[config.mk]
export PLATFORM = sky130hd
export DESIGN_NAME = demux_stream_1xn
export DESIGN_NICKNAME = d
export VERILOG_FILES = /design/src/rtl/demux_stream_1xn.sv
export SDC_FILE = /design/constraint.sdc
export NUM_CORES = 1
export LEC_CHECK = 0
export CAP_MARGIN = 20
export CORE_AREA = 2 2 91 93
export DETAILED_ROUTE_END_ITERATION = 7
export DIE_AREA = 0 0 93 95
export GPL_TIMING_DRIVEN = 0
export PLACE_DENSITY = 0.81
export SKIP_LAST_GASP = 1
export SYNTH_ARGS = -nofsm -noshare
export SYNTH_HDL_FRONTEND = slang
export SYNTH_SLANG_ARGS = --single-unit
export TNS_END_PERCENT = 5
[constraint.sdc]
create_clock -name clk -period 2.27 [get_ports clk]
set_clock_uncertainty 0.15 [all_clocks]
set_input_delay 0.3405 -clock clk [delete_from_list [all_inputs] [get_ports clk]]
set_output_delay 0.3405 -clock clk [all_outputs]
set_load 0.005 [all_outputs]
[src/rtl/demux_stream_1xn.sv]
// demux_stream_1xn: registered 1-to-N valid/ready stream demultiplexer.
// Each channel has a one-entry holding register. Broadcast mode loads every channel at once.
module demux_stream_1xn #(
  parameter int WIDTH = 8,
  parameter int N     = 8,
  parameter int SEL_W = 3
) (
  input  logic               clk,
  input  logic               rst_n,
  input  logic [WIDTH-1:0]   Din,
  input  logic [SEL_W-1:0]   S,
  input  logic               Bcast,
  input  logic               Din_valid,
  output logic               Din_ready,
  output logic [N*WIDTH-1:0] Y,
  output logic [N-1:0]       Y_valid,
  input  logic [N-1:0]       Y_ready,
  output logic               Drop
);

  logic [N-1:0][WIDTH-1:0] y_r;
  logic [N-1:0]            y_valid_r;
  logic                    drop_r;

  logic [N-1:0]            free_s;
  logic [N-1:0]            sel_s;
  logic [N-1:0]            load_s;
  logic                    in_range_s;
  logic                    ready_s;
  logic                    accept_s;
  logic                    drop_s;

  // Channel free flags and one-hot decode of S; an out-of-range S decodes to all zeros
  always_comb begin
    free_s = ~y_valid_r | Y_ready;
    sel_s  = {N{1'b0}};
    for (int i = 0; i < N; i++) begin
      if (S == SEL_W'(i)) begin
        sel_s[i] = 1'b1;
      end else begin
        sel_s[i] = 1'b0;
      end
    end
  end

  // Handshake and per-channel load decision
  always_comb begin
    in_range_s = |sel_s;
    ready_s    = 1'b0;
    load_s     = {N{1'b0}};
    drop_s     = 1'b0;
    if (!rst_n) begin
      ready_s = 1'b0;
    end else if (Bcast) begin
      ready_s = &free_s;
    end else if (in_range_s) begin
      ready_s = |(sel_s & free_s);
    end else begin
      ready_s = 1'b1;
    end
    accept_s = Din_valid & ready_s;
    if (!accept_s) begin
      load_s = {N{1'b0}};
      drop_s = 1'b0;
    end else if (Bcast) begin
      load_s = {N{1'b1}};
      drop_s = 1'b0;
    end else begin
      load_s = sel_s;
      drop_s = ~in_range_s;
    end
  end

  // Holding registers: a load wins over a drain, so a channel can sustain one word per cycle
  always_ff @(posedge clk or negedge rst_n) begin
    if (!rst_n) begin
      y_r       <= {(N*WIDTH){1'b0}};
      y_valid_r <= {N{1'b0}};
      drop_r    <= 1'b0;
    end else begin
      for (int i = 0; i < N; i++) begin
        if (load_s[i]) begin
          y_r[i]       <= Din;
          y_valid_r[i] <= 1'b1;
        end else if (Y_ready[i]) begin
          y_valid_r[i] <= 1'b0;
        end else begin
          y_valid_r[i] <= y_valid_r[i];
        end
      end
      drop_r <= drop_s;
    end
  end

  assign Din_ready = ready_s;
  assign Y         = y_r;
  assign Y_valid   = y_valid_r;
  assign Drop      = drop_r;

endmodule

# --- After elaboration in Yosys (flattened, before gate mapping) ---
# Cells that the tools add are included.
op_classes:
  n_eq_ne: 7
  muxes: 31
  bitwise: 5
  n_reduce_logical: 12
op_table:
  columns: ["cell", "count"]
  rows:
  - ["$mux W1", 29]
  - ["$mux W8", 2]
  - ["$reduce_bool A2 Y1", 8]
  - ["$reduce_or A8 Y1", 2]
  - ["$eq A3 B3 Y1 const B", 4]
  - ["$and A8 B8 Y8", 1]
  - ["$not A8 Y8", 1]
  - ["$or A8 B8 Y8", 1]
  - ["$reduce_and A8 Y1", 1]
  - ["$eq A3 B2 Y1 const B", 2]
  - ["$eq A3 B1 Y1 const B", 1]
  - ["$logic_not A3 Y1", 1]
  - ["$and A1 B1 Y1", 1]
  - ["$not A1 Y1", 1]
word_totals:
  reg_bits: 73
  in_bits: 23
  out_inout_bits: 74

# --- Logic depth before layout (Yosys ltp) ---
# Gate-level depths: netlist of the first run.
depth:
  word_depth: 10
  depth_mapped: 7
  depth_no_buf: 5

# --- Worst setup path after synthesis of the first run ---
# No wires, ideal clock.
synth_path:
  path_type: "flip-flop to flip-flop"
  startpoint: "reg y_valid_r[1] (netlist: Y_valid[1])"
  endpoint: "reg y_r, in the netlist Y[0]"
  arrival_time_ns: 1.973
  required_time_ns: 1.995
  setup_slack_ns: 0.022
  path_stages_with_launch: 7
  path_buffers: 1
  cell_sequence: "dfrtp_1 > nor2b_4 > nor4_4 > nand3_1 > buf_6 > a2111oi_4 > mux2_2"
synth_via:
  elab_chain_len: 9
synth_lines:
  columns: ["item", "line", "source"]
  rows:
  - ["start, declared", "22", "logic [N-1:0] y_valid_r;"]
  - ["start signal, assigned", "78", "y_valid_r <= {N{1'b0}};"]
  - ["start signal, assigned by index", "88", "y_valid_r[i] <= y_valid_r[i];"]
  - ["$not A8 Y8 *", "35", "free_s = ~y_valid_r | Y_ready;"]
  - ["$or A8 B8 Y8 *", "35", null]
  - ["$and A8 B8 Y8", "57", "ready_s = |(sel_s & free_s);"]
  - ["$reduce_or A8 Y1", "57", null]
  - ["$mux W1", "56", "end else if (in_range_s) begin"]
  - ["$mux W1 *", "54", "end else if (Bcast) begin"]
  - ["$mux W1 *", "52", "if (!rst_n) begin"]
  - ["$and A1 B1 Y1 *", "61", "accept_s = Din_valid & ready_s;"]
  - ["$mux W8 *", "62", "if (!accept_s) begin"]
  - ["end signal, assigned", "77", "y_r <= {(N*WIDTH){1'b0}};"]
  - ["end signal, assigned by index", "83", "y_r[i] <= Din;"]
  - ["end, declared", "21", "logic [N-1:0][WIDTH-1:0] y_r;"]
# Mark *: on every way between the ends. The rest lies on a longest branch, timed or not.
# A chain may end at the register's enable or synchronous reset.

# --- Final worst setup path of the first run ---
layout_path:
  startpoint: "in Y_ready[0]"
  endpoint: "out Din_ready"
layout_via:
  elab_chain_len: 6
layout_lines:
  columns: ["item", "line", "source"]
  rows:
  - ["start, declared", "17", "input logic [N-1:0] Y_ready,"]
  - ["$or A8 B8 Y8 *", "35", null]
  - ["$and A8 B8 Y8", "57", null]
  - ["$reduce_or A8 Y1", "57", null]
  - ["$mux W1", "56", null]
  - ["$mux W1 *", "54", null]
  - ["$mux W1 *", "52", null]
  - ["end, declared", "14", "output logic Din_ready,"]
# Marks and branches as above.

==> run metrics, run 1 <==
port bufs=94; total gr overflow=0; Via density=4.97; CP Data Arrival Time=1.95 ns; Crit path buffers/inverters=2; Die Wd=93 µm; Cell Pwr Density=1110 nW/µm²; initial antenna violation count=0; drt total wl=7760 µm; Reg clk slew, reported paths=0.08 ns; # DRC=0; drt wl/cell=17.9 µm; vias in the first global route=2220; unrepaired setup endpoints after global routing=yes; Worst-Skew Late Latency=0.33 ns; Mapped Avg Cell Area=16.3 µm²; CTS tree=done; Initial Util=40.2%; Post-synth EDFFs=0; async set-reset flop share out of synthesis=100%; sequence of cells on the critical path=clkdlybuf4s50_1 -> nand2b_4 -> nor4b_4 -> nand2_1 -> a2111oi_4 -> buf_2; first-pass GRT wire length=12000 µm; WP data required=1.78 ns; final setup fails=65; Longest Clk Path Bufs=2; hold_ws=-0.145 ns; Layout Utilization=60.0%; Crit Reg-Reg Startpoint=Y_valid[2]; post-detailed-route count of antenna-violating nets=0; DP Cell Count=396; yosys warns=0; Crit path max-delay family=buffers and inverters; Synth Register Bits=73; Final nets=346; register-to-register setup slack=-0.14 ns; Worst Setup SP=Y_ready[0]; Slowest cell on crit path=clkdlybuf4s50_1; Yosys cell types=27; Post-Synth Adder-Cell Area=0%; max-slew violation count=0; clk sink count=73; Non-Filler Instances=433; Synth Instances=196; compound-gate portion of the synthesized area=8.80%; Achievable Freq=410 MHz; ys flop type=dfrtp_1; Seq/Total Area, Yosys=57.3%; DP HPWL=5090 µm; total power=5.29 mW; CP max stage delay=0.48 ns; Max-Cap Viols=0; synthesized area=3190 µm²; first-pass iteration count of the detailed router=4; Rows=33; Static Leak=1.97 nW; maximum vdd drop=0.000599 V; pin count of the biggest net entering global routing=76; Clk Tree Root Cell=clkbuf_8; Final WS setup=-0.172 ns; mux contribution to synthesized area=22.9%; final worst-path cycle share=108%; H-Tree Depth=3; final RePlAce weighted congestion=0.840; DRT iter0 DRCs=82; dpl ws=-0.863 ns; GRT Util Overall=18.4%; core box area=7930 µm²; share of layout cells above drive strength 1=41.2%; die area=8840 µm²; critical setup path kind=in2out; Worst Tran Pin Value=0.750 ns; Hold WC Path Type=in2async; CP Launch Type=primary input; simple logic cell fraction of the synthesized area=9.15%; synth-to-layout area growth=49.2%; Post-Syn Nets=219; main combinational cell family by area after synthesis=multiplexers; crit end category=primary output; Via Count=2153; Slew headroom=49.9%; Synth Area in XOR/XNOR=0%; minimum clock period=2.44 ns; n_diodes=0; status=finished, violations left; failing checks=negative hold slack, negative setup slack; Hold Vio Cnt, Final=73; Die Y=95 µm; num ports=97; CTS Buf Count=9; Worst Path Max Fanout=2
where the power goes:
part	internal (mW)	leakage [nW]	switching, mW
clock network	0.764	0.123	0.493
registers	1.81	0.883	0.273
logic	1.37	0.960	0.580
cell usage after synthesis (2+ instances only):
library cell / n / area (µm²)
nand2b_1: 2 / 12.5
nor2b_4: 6 / 82.6
nor2b_1: 2 / 12.5
inv_1: 2 / 7.51
buf_6: 4 / 45.0
a2111oi_4: 8 / 220
nand3_1: 3 / 15.0
or2_1: 7 / 43.8
nand2_1: 7 / 26.3
dfrtp_1: 73 / 1830
nor2_1: 3 / 11.3
mux2_2: 64 / 721
state kept, by name (all words and copies together) (netlist names):
signal and count:
Drop 1, Y_valid 8, Y 64
per-layer routing:
metal  global-route usage [%]  wire [µm]
met1                     24.0       3350
met2                     29.6       3850
met4                     7.11        173
met3                     4.79        394
met5                        0          0
layout make-up:
type	instances	area [µm²]
repair buffers	116	1120
inverters	2	7.51
well taps	105	131
clock buffers	10	138
plain buffers	4	52.6
flip-flops and latches	73	1830
fillers	655	3170
clock inverters	6	115
multi-input cells	117	1360
per-stage QoR:
step	instance area (µm²)	setup TNS [ns]
after floorplan	3190	0
after global placement	4260	-424.30
after detailed placement	4280	-58.51
after CTS	4740	-2.98
after global routing	4750	-12.76
final	4750	-8.02
worst paths after layout:
kind                               to  cells past startpoint
min in group clk                Y[54]                      1
max in group asynchronous       Y[21]                      2
max                         Din_ready                      6
max reg2reg                     Y[57]                      7
min                        Y_valid[3]                      2
min reg2reg                     Y[54]                      1
repair_timing:
item / 4_1_cts / 5_1_grt
endpoints found under the hold margin: 73 / 73
cloned: 0 / 0
buffers inserted: 21 / 0
gates resized for setup: 22 / 3
pin swaps: 14 / 0
endpoints found under the setup margin: 73 / 71
layout by cell type, fill, tap and decap left out, drive strengths merged:
cell type,n
or2,7
dfrtp,73
a21o,1
nor4,1
nand2b,3
a2111oi,10
dlygate4sd2,6
a211oi,1
nand3b,1
buf,27
o21ai,2
clkdlybuf4s50,86
nand2,7
bufinv,3
and2b,1
bufbuf,1
conb,1
nor3,1
clkbuf,10
nor2b,8
clkinvlp,1
inv,2
clkinv,2
mux2i,1
nor2,3
nand3,3
nor4b,1
mux2,64
nor3b,1
cell families (layout without fill, tap and decap cells):
| family | count (synthesis) | after routing |
|---|---|---|
| multiplexers | 65 | 65 |
| AO/OA/AOI/OAI | 14 | 14 |
| flip-flops | 73 | 73 |
| other | 1 | 1 |
| buffers and inverters | 6 | 138 |
| AND/OR/NAND/NOR | 37 | 37 |
Power figures use the tool's default switching activity.
==> run 2, diff against run 1 <==
--- a/config.mk
+++ b/config.mk
@@ -5,12 +5,14 @@
 export SDC_FILE = /design/constraint.sdc
 export NUM_CORES = 1
 export LEC_CHECK = 0
+export ABC_AREA = 1
 export CAP_MARGIN = 20
-export CORE_AREA = 2 2 91 93
+export CORE_AREA = 2 2 89 91
 export DETAILED_ROUTE_END_ITERATION = 7
-export DIE_AREA = 0 0 93 95
+export DIE_AREA = 0 0 91 93
 export GPL_TIMING_DRIVEN = 0
-export PLACE_DENSITY = 0.81
+export PLACE_DENSITY = 0.82
+export SKIP_CTS_REPAIR_TIMING = 1
 export SKIP_LAST_GASP = 1
 export SYNTH_ARGS = -nofsm -noshare
 export SYNTH_HDL_FRONTEND = slang
==> run 2 against run 1 <==
The run ends with negative hold slack left. Core utilization fell by 1.8 points. Synthesized cell count grew 87%. Worst hold slack better by 0.0018 ns. Largest cell class unchanged. Worst setup slack gained 0.24 ns. Via count increased by 38%. Critical path type unchanged. Highest routed layer unchanged.
==> run metrics, run 2 <==
clk sink count=73 (unchanged); cell area after layout=4380 µm² (was 4750 µm²); Area contributors post-synth=dfrtp_1 (59%), nand2_1 (20%), nand3_1 (11%) (was dfrtp_1 (57%), mux2_2 (23%), a2111oi_4 (6.9%)); async set-reset flop share out of synthesis=100% (unchanged); Slowest cell on crit path=clkdlybuf4s50_1 (unchanged); Longest Clk Path Bufs=2 (unchanged); Rows=32 (was 33); post-detailed-route count of antenna-violating nets=0 (unchanged); Worst-Skew Late Latency=0.35 ns (was 0.33 ns); register-to-register setup slack=0.18 ns (was -0.14 ns); n_diodes=0 (unchanged); Via density=5.19 (was 4.97); GRT Util Overall=22.6% (was 18.4%); Via Count=2968 (was 2153); Seq pwr share=42.2% (was 39.4%); share of layout cells above drive strength 1=9.15% (was 41.2%); Static Leak=2.26 nW (was 1.97 nW); critical setup path kind=in2out (unchanged); Post-Syn Nets=389 (was 219); CP Data Arrival Time=1.71 ns (was 1.95 ns); Synth Instances=366 (was 196); Cell Pwr Density=1010 nW/µm² (was 1110 nW/µm²); unrepaired setup endpoints after global routing=yes (unchanged); commonest non-fill, non-tap cells in the layout=nand2_1 (159), clkdlybuf4s50_1 (82), dfrtp_1 (73) (was clkdlybuf4s50_1 (86), dfrtp_1 (73), mux2_2 (64)); Reg clk slew, reported paths=0.08 ns (about the same); total power=4.43 mW (was 5.29 mW); Max-Cap Viols=0 (unchanged); failing checks=negative hold slack (was negative hold slack, negative setup slack); final worst-path cycle share=97.0% (was 108%); switching share of power=28.6% (was 25.4%); DP HPWL=6310 µm (was 5090 µm); status=finished, violations left (unchanged); CTS tree=done (unchanged); met2 Use GR=36.2% (was 29.6%); first-pass iteration count of the detailed router=5 (was 4); H-Tree Depth=3 (unchanged); Top Usage Layer GRT=met2 (unchanged); CTS Buf Count=9 (unchanged); total gr overflow=0 (unchanged); Placement Cell Area=4080 µm² (was 4280 µm²); hold_ws=-0.144 ns (was -0.145 ns); sequence of cells on the critical path=clkdlybuf4s50_1 -> inv_1 -> nand2_2 -> nand2_1 -> nor2_1 -> nand2_1 -> a21oi_4 -> nand2_2 -> inv_1 -> dlymetal6s2s_1 (was clkdlybuf4s50_1 -> nand2b_4 -> nor4b_4 -> nand2_1 -> a2111oi_4 -> buf_2); Mapped Avg Cell Area=8.46 µm² (was 16.3 µm²); Pint=3.16 mW (was 3.94 mW); most common cell after layout, fill and taps aside=nand2_1 (was clkdlybuf4s50_1); maximum vdd drop=0.000595 V (was 0.000599 V); Worst Path Max Fanout=6 (was 2); drt wl/cell=16.1 µm (was 17.9 µm); Crit path buffers/inverters=4 (was 2); M3 GR Usage=4.27% (was 4.79%); initial antenna violation count=0 (unchanged); Clock Power Share=27.8% (was 23.8%); final setup fails=0 (was 65); CP max stage delay=0.46 ns (was 0.48 ns); DRT iter0 DRCs=165 (was 82); met1 Track Usage GR=31.2% (was 24.0%); first-pass GRT wire length=14800 µm (was 12000 µm); pin count of the biggest net entering global routing=75 (was 76); CP Launch Type=primary input (unchanged); Achievable Freq=454 MHz (was 410 MHz); Worst Tran Pin Value=0.736 ns (was 0.750 ns); num ports=97 (unchanged); Largest register FFs=64 (unchanged); WP data required=1.78 ns (about the same); minimum clock period=2.20 ns (was 2.44 ns); Clk Tree Root Cell=clkbuf_8 (unchanged); Post-synth top cells=nand2_1 (167), dfrtp_1 (73), nand3_1 (68), inv_1 (13), nor2_1 (10) (was dfrtp_1 (73), mux2_2 (64), a2111oi_4 (8), nand2_1 (7), or2_1 (7)); # DRC=0 (unchanged); Final nets=488 (was 346); Net Sw Power=1.27 mW (was 1.35 mW); capturing point of the worst reg2reg path=Y[6] (was Y[57]); synthesized area=3100 µm² (was 3190 µm²); Crit path max-delay family=buffers and inverters (unchanged); core box area=7530 µm² (was 7930 µm²); Seq/Total Area, Yosys=59.0% (was 57.3%); die area=8460 µm² (was 8840 µm²); Hold Vio Cnt, Final=73 (unchanged); count leader, synth=nand2_1 (was dfrtp_1); Yosys cell types=18 (was 27); Hold WC Path Type=in2async (unchanged); Die Y=93 µm (was 95 µm); synth-to-layout area growth=41.3% (was 49.2%); Synth Register Bits=73 (unchanged); fill count=703 (was 655); Post-synth EDFFs=0 (unchanged); ys flop type=dfrtp_1 (unchanged); yosys warns=0 (unchanged); max-slew violation count=0 (unchanged); FF-to-FF path depth=9 (was 7); Die Wd=91 µm (was 93 µm); share of Yosys cell area claimed by the top area cell type=59.0% (was 57.3%); Slew headroom=50.6% (was 49.9%); final RePlAce weighted congestion=0.890 (was 0.840); Initial Util=41.1% (was 40.2%); port bufs=86 (was 94); post-synth top area cell=dfrtp_1 (unchanged); Comb power frac=29.9% (was 36.8%); vias in the first global route=2907 (was 2220); drt total wl=9240 µm (was 7760 µm); Crit Reg-Reg Startpoint=Y_valid[4] (was Y_valid[2]); crit end category=primary output (unchanged)
## run 2: changes by cell type after synthesis, moves of 3 or more
cell / before / now
mux2_2: 64 / 0
nor2b_4: 6 / 0
buf_4: 0 / 6
inv_2: 0 / 3
nand4_1: 0 / 8
or2_1: 7 / 0
nor2_1: 3 / 10
buf_6: 4 / 0
nand2_1: 7 / 167
clkbuf_1: 0 / 8
inv_1: 2 / 13
nand3_1: 3 / 68
a2111oi_4: 8 / 0
## run 2: worst reg2reg max path, stage by stage, from the launching register on
cell and delay, ns:
dfrtp_1 0.39, nand2_2 0.10, nand2_1 0.06, nor2_1 0.11
nand2_1 0.10, a21oi_4 0.23, buf_4 0.17, nand4_1 0.39
nand2_1 0.19, nand2_1 0.08
## run 2: worst max path at each step
stage	slack (ns)	cells after the start	startpoint	to
after floorplan	0.57	6	S[2]	Y[56]
after global placement	-2.75	6	rst_n	Din_ready
after detailed placement	-0.49	6	rst_n	Din_ready
after CTS	-0.49	6	rst_n	Din_ready
after global routing	-0.03	10	Y_ready[1]	Din_ready
final	0.07	10	Y_ready[4]	Din_ready
## run 2: stage by stage
| stage | worst slack (ns) | hold slack, ns | instances | setup TNS, ns | utilization, % |
|---|---|---|---|---|---|
| 2_1_floorplan | 0.565 | -0.105 | 366 | 0 | - |
| 3_3_place_gp | -2.75 | 0.313 | 554 | -305.98 | 54.3 |
| 3_5_place_dp | -0.491 | 0.318 | 554 | -19.47 | 54.2 |
| 4_1_cts | -0.487 | 0.00884 | 570 | -0.544 | 57.5 |
| 5_1_grt | -0.0287 | -0.0903 | 572 | -0.0287 | 58.1 |
| 6_report | 0.0671 | -0.144 | 572 | 0 | 58.1 |
## run 2: metal layers
metal | wire (µm) | vias to the layer above | part of all wire, %
met5 | 0 | - | 0
met4 | 157 | 0 | 1.7
met3 | 639 | 15 | 6.9
met2 | 4420 | 129 | 48
met1 | 4020 | 1457 | 44
li1 | - | 1367 | -
## run 2: kinds of logic after synthesis
| family | share of synthesized area [%] |
|---|---|
| simple gates | 35.2 |
| flops | 59.0 |
| buf+inv | 4.65 |
| compound gates | 1.05 |
| other cells | 0.121 |
## run 2: cell type report
type	instances	area, µm²	share of cell area (%)
Sequential cell	73	1830	41.7
Multi-Input combinational cell	261	1150	26.3
Timing Repair Buffer	88	885	20.2
Tap cell	102	128	2.92
Clock buffer	9	124	2.83
Clock inverter	7	119	2.72
Buffer	16	83.8	1.92
Inverter	16	60.1	1.37
## run 2: power by group through the flow
stage                     clock network [mW]  logic (mW)  registers, mW
after floorplan                            0       0.412           1.88
after detailed placement                   0        1.32           1.88
final                                   1.23        1.32           1.87
after CTS                               1.24        1.33           1.87
after global placement                     0        1.29           1.87
after global routing                    1.31        1.46           1.90
==> run 3, diff against run 2 <==
--- a/config.mk
+++ b/config.mk
@@ -6,7 +6,7 @@
 export NUM_CORES = 1
 export LEC_CHECK = 0
 export ABC_AREA = 1
-export CAP_MARGIN = 20
+export CAP_MARGIN = 40
 export CORE_AREA = 2 2 89 91
 export DETAILED_ROUTE_END_ITERATION = 7
 export DIE_AREA = 0 0 91 93
==> run 3 against run 2 <==
Register-to-register slack is essentially flat. Final cell count grew 1.0%. Fmax decreased by 1.7%. Critical path depth unchanged. Final area up 2.0%. The run now ends clean. Routed wire length grew 1.2%. Worst hold slack better by 0.44 ns. Core utilization grew 1.2 points. Sequential power is essentially flat. Sequential cell count unchanged. First-iteration DRC count is 19% higher.
==> run metrics, run 3 (synthesis gave the netlist of run 2 again) <==
Layout Utilization=59.3% (was 58.1%); share of layout cells above drive strength 1=9.45% (was 9.15%); crit end category=primary output (unchanged); most common cell after layout, fill and taps aside=nand2_1 (unchanged); maximum vdd drop=0.000495 V (was 0.000595 V); Worst Setup SP=Y_ready[0] (was Y_ready[4]); Worst Tran Pin Value=0.671 ns (was 0.736 ns); Final nets=494 (was 488); synth-to-layout area growth=44.2% (was 41.3%); num ports=97 (unchanged); capturing point of the worst reg2reg path=Y[6] (unchanged); Crit Reg-Reg Startpoint=Y_valid[4] (unchanged); critical path capture point=Din_ready (unchanged); pin count of the biggest net entering global routing=48 (was 75); drt wl/cell=16.2 µm (was 16.1 µm); port bufs=86 (unchanged); GRT Util Overall=22.7% (was 22.6%); DP HPWL=6460 µm (was 6310 µm); CP Launch Type=primary input (unchanged); Slew headroom=55.0% (was 50.6%); CP Data Arrival Time=1.75 ns (was 1.71 ns); DRT iter0 DRCs=197 (was 165); Die Wd=91 µm (unchanged); Worst Path Max Fanout=6 (unchanged); Longest Clk Path Bufs=2 (unchanged); status=completed (was finished, violations left); n_diodes=0 (unchanged); register-to-register setup slack=0.17 ns (was 0.18 ns); vias in the first global route=2909 (was 2907); final RePlAce weighted congestion=0.890 (unchanged); Via density=5.11 (was 5.19); Cell Pwr Density=981 nW/µm² (was 1010 nW/µm²); # DRC=0 (unchanged); Die Y=93 µm (unchanged); hold_ws=0.296 ns (was -0.144 ns); Max-Cap Viols=0 (unchanged); total gr overflow=0 (unchanged); drt total wl=9350 µm (was 9240 µm); critical setup path kind=in2out (unchanged); DP Cell Count=555 (was 554); Hold Vio Cnt, Final=0 (was 73); Achievable Freq=446 MHz (was 454 MHz); die area=8460 µm² (unchanged); Worst-Skew Late Latency=0.35 ns (about the same); Static Leak=2.30 nW (was 2.26 nW); minimum clock period=2.24 ns (was 2.20 ns); WP data required=1.78 ns (about the same); commonest non-fill, non-tap cells in the layout=nand2_1 (161), clkdlybuf4s50_1 (82), dfrtp_1 (73) (was nand2_1 (159), clkdlybuf4s50_1 (82), dfrtp_1 (73)); total power=4.38 mW (was 4.43 mW); final worst-path cycle share=98.7% (was 97.0%); initial antenna violation count=0 (unchanged); first-pass iteration count of the detailed router=4 (was 5); Hold WC Path Type=in2reg (was in2async); final setup fails=0 (unchanged); clk sink count=73 (unchanged); first-pass GRT wire length=14900 µm (was 14800 µm); post-detailed-route count of antenna-violating nets=0 (unchanged); Via Count=2956 (was 2968); CTS Buf Count=9 (unchanged); unrepaired setup endpoints after global routing=yes (unchanged); Non-Filler Instances=578 (was 572); max-slew violation count=0 (unchanged); core box area=7530 µm² (unchanged); Rows=32 (unchanged); H-Tree Depth=3 (unchanged); Reg clk slew, reported paths=0.09 ns (was 0.08 ns); Initial Util=41.1% (unchanged); CTS tree=done (unchanged); Largest register FFs=64 (unchanged); Clk Tree Root Cell=clkbuf_8 (unchanged); Fin Setup TNS=0 ns (unchanged); FF-to-FF path depth=9 (unchanged)
==> run 3: cell type report <==
class	instances	area, µm²
buffer	16	83.8
clock buffer	9	124
clock inverter	7	101
fill	680	3060
inverter	16	60.1
multi-input combinational	261	1150
sequential	73	1830
tap	102	128
timing repair buffer	94	996
==> run 3: worst min-delay path by stage <==
stage | to | startpoint | cells past startpoint | slack (ns)
after floorplan | Drop | rst_n | 0 | -0.11
after global placement | Y[39] | Y[39] | 2 | 0.31
after detailed placement | Y[37] | rst_n | 1 | 0.14
after CTS | Y[33] | rst_n | 1 | -0.24
after global routing | Y[39] | Din[7] | 3 | 0.30
final | Y[55] | Din[7] | 3 | 0.30
==> run 3: per-stage QoR <==
stage	cell area, µm²	setup slack, ns
floorplan	3100	0.565
global placement	4090	-2.75
detailed placement	4110	-0.416
CTS	4340	-0.425
global route	4470	-0.0599
finish	4470	0.0289
==> run 3: power breakdown <==
part           total [mW]  internal, mW  leakage [nW]  switching (mW)
Combinational        1.35         0.802          1.28           0.551
Sequential           1.87          1.65         0.919           0.218
Clock                1.16         0.630         0.107           0.534
Total                4.38          3.08          2.30            1.30
==> run 3: worst max-delay path: stages <==
cell and delay, ns:
clkdlybuf4s50_1 0.46, inv_1 0.04, nand2_1 0.11, nand2_1 0.08, nor2_1 0.08, nand2_1 0.10, a21oi_4 0.23, nand2_2 0.10
inv_1 0.07, dlymetal6s2s_1 0.12
==> run 3: per-layer routing <==
metal / track usage, % / part of all wire [%] / up-vias
met2: 35.5 / 46 / 143
met4: 8.84 / 1.9 / 0
met3: 4.11 / 8.1 / 15
li1: - / - / 1379
met5: 0 / 0 / -
met1: 31.6 / 44 / 1419
